## src/rtl/mem_wb_writeback.sv

```systemverilog
// mem_wb_writeback: MEM/WB pipeline register with write-back source select.
//   Captures the memory-stage result each clock (flush > stall > load) and
//   drives the register-file write port. Link (jal) instructions are redirected
//   to LINK_REG with PC+8 as data. Writes to register 0 are never enabled.
//   A free-running retired-instruction counter is kept for debug.
// Ports:
//   Clk, Reset          clock, asynchronous active-high reset
//   Stall, Flush        hold WB contents / replace incoming instruction by bubble
//   Valid_in .. PCPlus4_in   memory-stage instruction fields
//   Valid_out           WB stage holds a real instruction
//   RegWrite            register-file write enable
//   WriteRegister       register-file write address
//   WriteData           register-file write data
//   RetireCount         instructions retired since reset
module mem_wb_writeback #(
   parameter int unsigned DATA_WIDTH = 32,
   parameter int unsigned ADDR_WIDTH = 5,
   parameter int unsigned LINK_REG   = 31,
   parameter int unsigned CNT_WIDTH  = 32
) (
   input  logic                  Clk,
   input  logic                  Reset,
   input  logic                  Stall,
   input  logic                  Flush,
   input  logic                  Valid_in,
   input  logic                  RegWrite_in,
   input  logic                  MemToReg_in,
   input  logic                  Link_in,
   input  logic [ADDR_WIDTH-1:0] WriteRegister_in,
   input  logic [DATA_WIDTH-1:0] ALUResult_in,
   input  logic [DATA_WIDTH-1:0] MemReadData_in,
   input  logic [DATA_WIDTH-1:0] PCPlus4_in,
   output logic                  Valid_out,
   output logic                  RegWrite,
   output logic [ADDR_WIDTH-1:0] WriteRegister,
   output logic [DATA_WIDTH-1:0] WriteData,
   output logic [CNT_WIDTH-1:0]  RetireCount
);

   localparam logic [ADDR_WIDTH-1:0] LINK_DEST = ADDR_WIDTH'(LINK_REG);

   logic                  valid_q,     valid_d;
   logic                  regwrite_q,  regwrite_d;
   logic                  memtoreg_q,  memtoreg_d;
   logic                  link_q,      link_d;
   logic [ADDR_WIDTH-1:0] dest_q,      dest_d;
   logic [DATA_WIDTH-1:0] alu_q,       alu_d;
   logic [DATA_WIDTH-1:0] mem_q,       mem_d;
   logic [DATA_WIDTH-1:0] linkdata_q,  linkdata_d;
   logic [CNT_WIDTH-1:0]  retire_cnt_q, retire_cnt_d;

   // Next-state: flush > stall > load; an invalid incoming slot is stored as a bubble.
   always_comb begin
      valid_d      = valid_q;
      regwrite_d   = regwrite_q;
      memtoreg_d   = memtoreg_q;
      link_d       = link_q;
      dest_d       = dest_q;
      alu_d        = alu_q;
      mem_d        = mem_q;
      linkdata_d   = linkdata_q;
      retire_cnt_d = retire_cnt_q;

      // The instruction leaving WB retires even when the incoming one is flushed.
      if (valid_q && !Stall) begin
         retire_cnt_d = retire_cnt_q + CNT_WIDTH'(1);
      end

      if (Flush || (!Stall && !Valid_in)) begin
         valid_d    = 1'b0;
         regwrite_d = 1'b0;
         memtoreg_d = 1'b0;
         link_d     = 1'b0;
         dest_d     = '0;
         alu_d      = '0;
         mem_d      = '0;
         linkdata_d = '0;
      end else if (!Stall) begin
         valid_d    = 1'b1;
         regwrite_d = RegWrite_in;
         link_d     = Link_in;
         alu_d      = ALUResult_in;
         mem_d      = MemReadData_in;
         // jal overrides destination and source select; its data is PC+8.
         memtoreg_d = Link_in ? 1'b0 : MemToReg_in;
         dest_d     = Link_in ? LINK_DEST : WriteRegister_in;
         linkdata_d = PCPlus4_in + DATA_WIDTH'(4);
      end
   end

   // State register.
   always_ff @(posedge Clk or posedge Reset) begin
      if (Reset) begin
         valid_q      <= 1'b0;
         regwrite_q   <= 1'b0;
         memtoreg_q   <= 1'b0;
         link_q       <= 1'b0;
         dest_q       <= '0;
         alu_q        <= '0;
         mem_q        <= '0;
         linkdata_q   <= '0;
         retire_cnt_q <= '0;
      end else begin
         valid_q      <= valid_d;
         regwrite_q   <= regwrite_d;
         memtoreg_q   <= memtoreg_d;
         link_q       <= link_d;
         dest_q       <= dest_d;
         alu_q        <= alu_d;
         mem_q        <= mem_d;
         linkdata_q   <= linkdata_d;
         retire_cnt_q <= retire_cnt_d;
      end
   end

   // Write-port decode from stored fields; register 0 is never written.
   always_comb begin
      WriteData = '0;
      if (valid_q) begin
         if (link_q) begin
            WriteData = linkdata_q;
         end else if (memtoreg_q) begin
            WriteData = mem_q;
         end else begin
            WriteData = alu_q;
         end
      end
   end

   assign RegWrite      = valid_q & regwrite_q & (dest_q != '0);
   assign Valid_out     = valid_q;
   assign WriteRegister = dest_q;
   assign RetireCount   = retire_cnt_q;

endmodule
```

## config.mk

```make
export PLATFORM = sky130hd
export DESIGN_NAME = mem_wb_writeback
export DESIGN_NICKNAME = d
export VERILOG_FILES = /design/src/rtl/mem_wb_writeback.sv
export SDC_FILE = /design/constraint.sdc
export NUM_CORES = 1
export LEC_CHECK = 0
export BUFFER_PORTS_ARGS = -buffer_cell sky130_fd_sc_hd__buf_2
export CORE_MARGIN = 2
export CORE_UTILIZATION = 55
export CTS_BUF_LIST = sky130_fd_sc_hd__clkbuf_4 sky130_fd_sc_hd__clkbuf_8
export CTS_CLUSTER_DIAMETER = 200
export DETAILED_ROUTE_END_ITERATION = 16
export PLACE_DENSITY = 0.91
export SKIP_LAST_GASP = 1
export SLEW_MARGIN = 20
export SYNTH_ARGS = -nofsm -noshare
export SYNTH_HDL_FRONTEND = slang
export SYNTH_SLANG_ARGS = --single-unit
```

## constraint.sdc

```tcl
create_clock -name Clk -period 5 [get_ports Clk]
set_input_delay 0.25 -clock Clk [delete_from_list [all_inputs] [get_ports Clk]]
set_output_delay 0.25 -clock Clk [all_outputs]
set_load 0.02 [all_outputs]
```

==> flow_results.org <==
** Critical path
- Critical path peak fanout :: 36
- Counting cells, the worst reg-to-reg path comes to 5.
- For the worst setup path, the data required time is 5340 ps.
- The worst setup path is captured at a flop.
- Critical Path AT :: 3010 ps
- Setup crit start kind :: flop
- The worst register-to-register path begins at Valid_out.
- The setup path with the least slack is of type flop to flop.
- In this run the critical register-to-register path is captured at RetireCount[27].
- Reg2Reg Setup Slack :: 2330 ps

** Layout
- The library cells used most frequently in the layout, excluding fill and tap cells, are sky130_fd_sc_hd__buf_2 (179), sky130_fd_sc_hd__dfrtp_1 (135), sky130_fd_sc_hd__nand2_1 (93), sky130_fd_sc_hd__a22o_1 (70), sky130_fd_sc_hd__o21ai_0 (59).
- Area occupied by multi-input gates :: 0.00305 mm²
- Sequential Area :: 0.00343 mm²
- Final net count :: 904
- Leading cell type in the layout, fill and taps excluded :: sky130_fd_sc_hd__buf_2
- The finished cells cover 0.00806 mm².
- The number of antenna diodes in the final layout is 0.
- From synthesis to final layout, the design area changed by 21.3%.
- After filler insertion, the fill cell instance count of the layout stands at 959.
- Ratio of cells with drive above 1 in the final layout :: 29.5%

** Route
- Remaining antenna violation count :: 0
- Summed over all layers, the routed wires come to 16600 µm.
- After detailed routing, the number of remaining DRC violations is 0.
- Initial detailed-routing violation count :: 560
- Dividing the detail-routed wire length by the instance count gives 17.4 µm.
- Number of vias per cell :: 5.72
- Drt first pass iters :: 5
- Vias :: 5455

** Power
- In this run the static leakage power is 3.98 nW.
- Sequential cells burn 48.4% of the power.
- Internal power comes to 1.89 mW.
- Per report_power, the clock group accounts for 41.5% of the total.
- Net switching power :: 624 µW
- Combinational cells account for 10.2% of the total power.
- PD cells :: 312 mW/mm²
- Net Sw Frac :: 24.8%
- Power comes to 2.51 mW.
- Peak supply drop :: 0.000146 V

** Die
- Area inside the core boundary :: 0.0119 mm²
- Pin placement for this block handled 180 I/O pins.
- The die is 114 µm tall.
- The floorplan has 40 rows.
- Area of the die :: 0.0130 mm²
- The initial utilization of the core area, before any placement, comes to 55.8%.
- The floorplan step set the die width to 114 µm.

** STA
- Share of the clock period used by the worst path :: 53.4%
- After layout, the minimum clock period comes to 2670 ps.
- Worst Hold Slack :: -19.2 ps
- Summed over all failing endpoints, the final setup total negative slack is 0 ps.
- Number of hold violations in the final report :: 11
- Static timing analysis puts the maximum clock frequency at 375 MHz.
- Setup violations remaining at the end of the flow were counted as 0.
- Setup repair after global routing left no endpoint under its margin.
- Slew at the pin with the worst max-slew slack :: 1080 ps
- Count of final max-slew check failures :: 0
- Tightest slew margin relative to the limit :: 28.3%
- Between clock sinks in the finished design, the worst skew comes to 9.46 ps.

** Clock network
- Counting the buffers created by CTS gives 17.
- CTS tree :: done
- Once the clock tree was built, the resizer swapped 0 gates to a different size.
- Clock-pin slew was measured on the worst setup and hold paths at 80 ps.
- The tree is rooted in a sky130_fd_sc_hd__clkbuf_8.
- Once the clock tree was built, the setup fixing pass inserted 0 buffers.
- Clk Latency, worst-skew pair :: 430 ps
- Sink count of the clock tree :: 137
- H-tree levels :: 4
- Post-CTS Hold Buffers :: 0
- Maximum root-to-sink buffer count :: 2

** Status
- The run finished, with violations left.
- The final reports fail on hold timing.

** Yosys
- Warnings from Yosys :: 0
- Of the total synthesized cell area, the portion taken by full adders, half adders and majority gates is 0.377%.
- The synthesized netlist occupies a cell area of 0.00665 mm².
- The share of the Yosys chip area taken by registers is 51.6%.
- Synth async-reset ratio :: 100%
- The synthesized design contains 0 enable-type register cells.
- Per-instance average area after synthesis :: 10.5 µm²
- Flip-flop and latch count after synthesis :: 137
- In the synthesized netlist the dominant register cell turns out to be sky130_fd_sc_hd__dfrtp_1.
- Synthesized instance count :: 631
- Share of synthesized cell area in and, or, nand and nor gates :: 18.1%
- Share of synthesized area spent on multiplexers :: 4.99%
- By area, the combinational part of the netlist is dominated by simple AND/OR/NAND/NOR gates.
- Synthesized-area fraction occupied by ao, oa, aoi and oai cells :: 14.6%
- Synthesized Nets :: 742
- Xor/xnor share of the synthesized area :: 7.64%
- Library cells used by synthesis :: 44

** GRT
- Global routing used 26.6% of the available tracks across all layers.
- The number of antenna violations at the first check in global routing was 0.
- The number of global-route vias before repair came to 5330.
- The first global-routing pass estimated 26900 µm of wire.
- Maximum number of pins on one net before global-route repair :: 106
- Overflow left after global routing :: 0

** Hold path
- In this run the worst hold path is classified as input port to async pin.

** Job
- Max-cap violations in this run came to 0.

** Placed design
- At the end of routability-driven placement, the weighted congestion stood at 0.910.
- The HPWL after detailed placement is 11600 µm.
- Port buffering added 179 buffers.
- Placement Cell Area :: 0.00760 mm²
==> routing by layer <==
metal  GRT usage [%]  share of wire [%]
met1            36.9                 45
met2            42.7                 48
met3            4.84                6.1
met4            8.46                1.6
met5               0                  0
==> how the worst max path moves through the flow <==
stage	start	endpoint
6_report	Valid_out	RetireCount[27]
5_1_grt	Valid_out	RetireCount[27]
4_1_cts	Valid_out	RetireCount[27]
3_5_place_dp	Valid_out	RetireCount[27]
3_3_place_gp	Valid_out	RetireCount[31]
2_1_floorplan	Reset	RetireCount[0]
==> sequential cells by signal (all words and copies together) (netlist names) <==
name           cells
RetireCount       32
Valid_out          1
WriteRegister      5
alu_q             32
link_q             1
linkdata_q        32
mem_q             32
memtoreg_q         1
regwrite_q         1
==> synthesized netlist by cell type, types with 3 or more instances <==
library cell,instances,area [µm²]
sky130_fd_sc_hd__nor2_1,18,67.6
sky130_fd_sc_hd__o21ai_1,4,20.0
sky130_fd_sc_hd__xor2_1,30,263
sky130_fd_sc_hd__inv_1,4,15.0
sky130_fd_sc_hd__nor3_1,6,30.0
sky130_fd_sc_hd__nor4_4,3,63.8
sky130_fd_sc_hd__buf_2,5,25.0
sky130_fd_sc_hd__buf_1,5,18.8
sky130_fd_sc_hd__and4_1,5,43.8
sky130_fd_sc_hd__and3_1,12,75.1
sky130_fd_sc_hd__nand2_1,93,349
sky130_fd_sc_hd__xnor2_1,28,245
sky130_fd_sc_hd__dfrtp_1,137,3430
sky130_fd_sc_hd__nand3_1,13,65.1
sky130_fd_sc_hd__a22o_1,70,613
sky130_fd_sc_hd__and2_1,34,213
sky130_fd_sc_hd__nand4_1,17,106
sky130_fd_sc_hd__o21ai_0,59,295
sky130_fd_sc_hd__mux2i_1,32,320
sky130_fd_sc_hd__clkbuf_1,26,97.6
==> stage by stage <==
stage	setup WS (ps)	utilization [%]	instances
final	2330	67.7	953
after global routing	2050	67.7	953
after CTS	2340	67.7	953
after detailed placement	2390	63.8	921
after global placement	2540	63.8	921
after floorplan	1080	-	631
==> cell families after synthesis <==
logic type                 count (synthesis)
AOI/OAI and AO/OA                        138
xor gates and xnor gates                  58
adders and majority gates                  2
buffers and inverters                     43
DFF                                      137
muxes                                     33
and+or+nand+nor                          220
==> power groups by stage <==
stage / sequential [mW] / combinational (mW) / clock (mW)
final: 1.21 / 0.256 / 1.04
after global placement: 1.23 / 0.249 / 0
after global routing: 1.22 / 0.284 / 1.10
after detailed placement: 1.23 / 0.256 / 0
after CTS: 1.21 / 0.257 / 1.05
after floorplan: 1.24 / 0.135 / 0
==> final cells by class <==
cell class,instances,area share [%]
clock inverters,7,1.71
repair buffers,182,11.4
inverters,4,0.248
flip-flops and latches,137,42.6
multi-input cells,451,37.8
clock buffers,25,4.03
well taps,147,2.28
==> worst max-delay path: stages (launching register included) <==
cell and delay (ps):
sky130_fd_sc_hd__dfrtp_1 980, sky130_fd_sc_hd__nor2b_1 660, sky130_fd_sc_hd__nand3_2 210, sky130_fd_sc_hd__nand4bb_1 360, sky130_fd_sc_hd__nor2_1 200, sky130_fd_sc_hd__xor2_1 180
(Power assumes the default switching activity.)
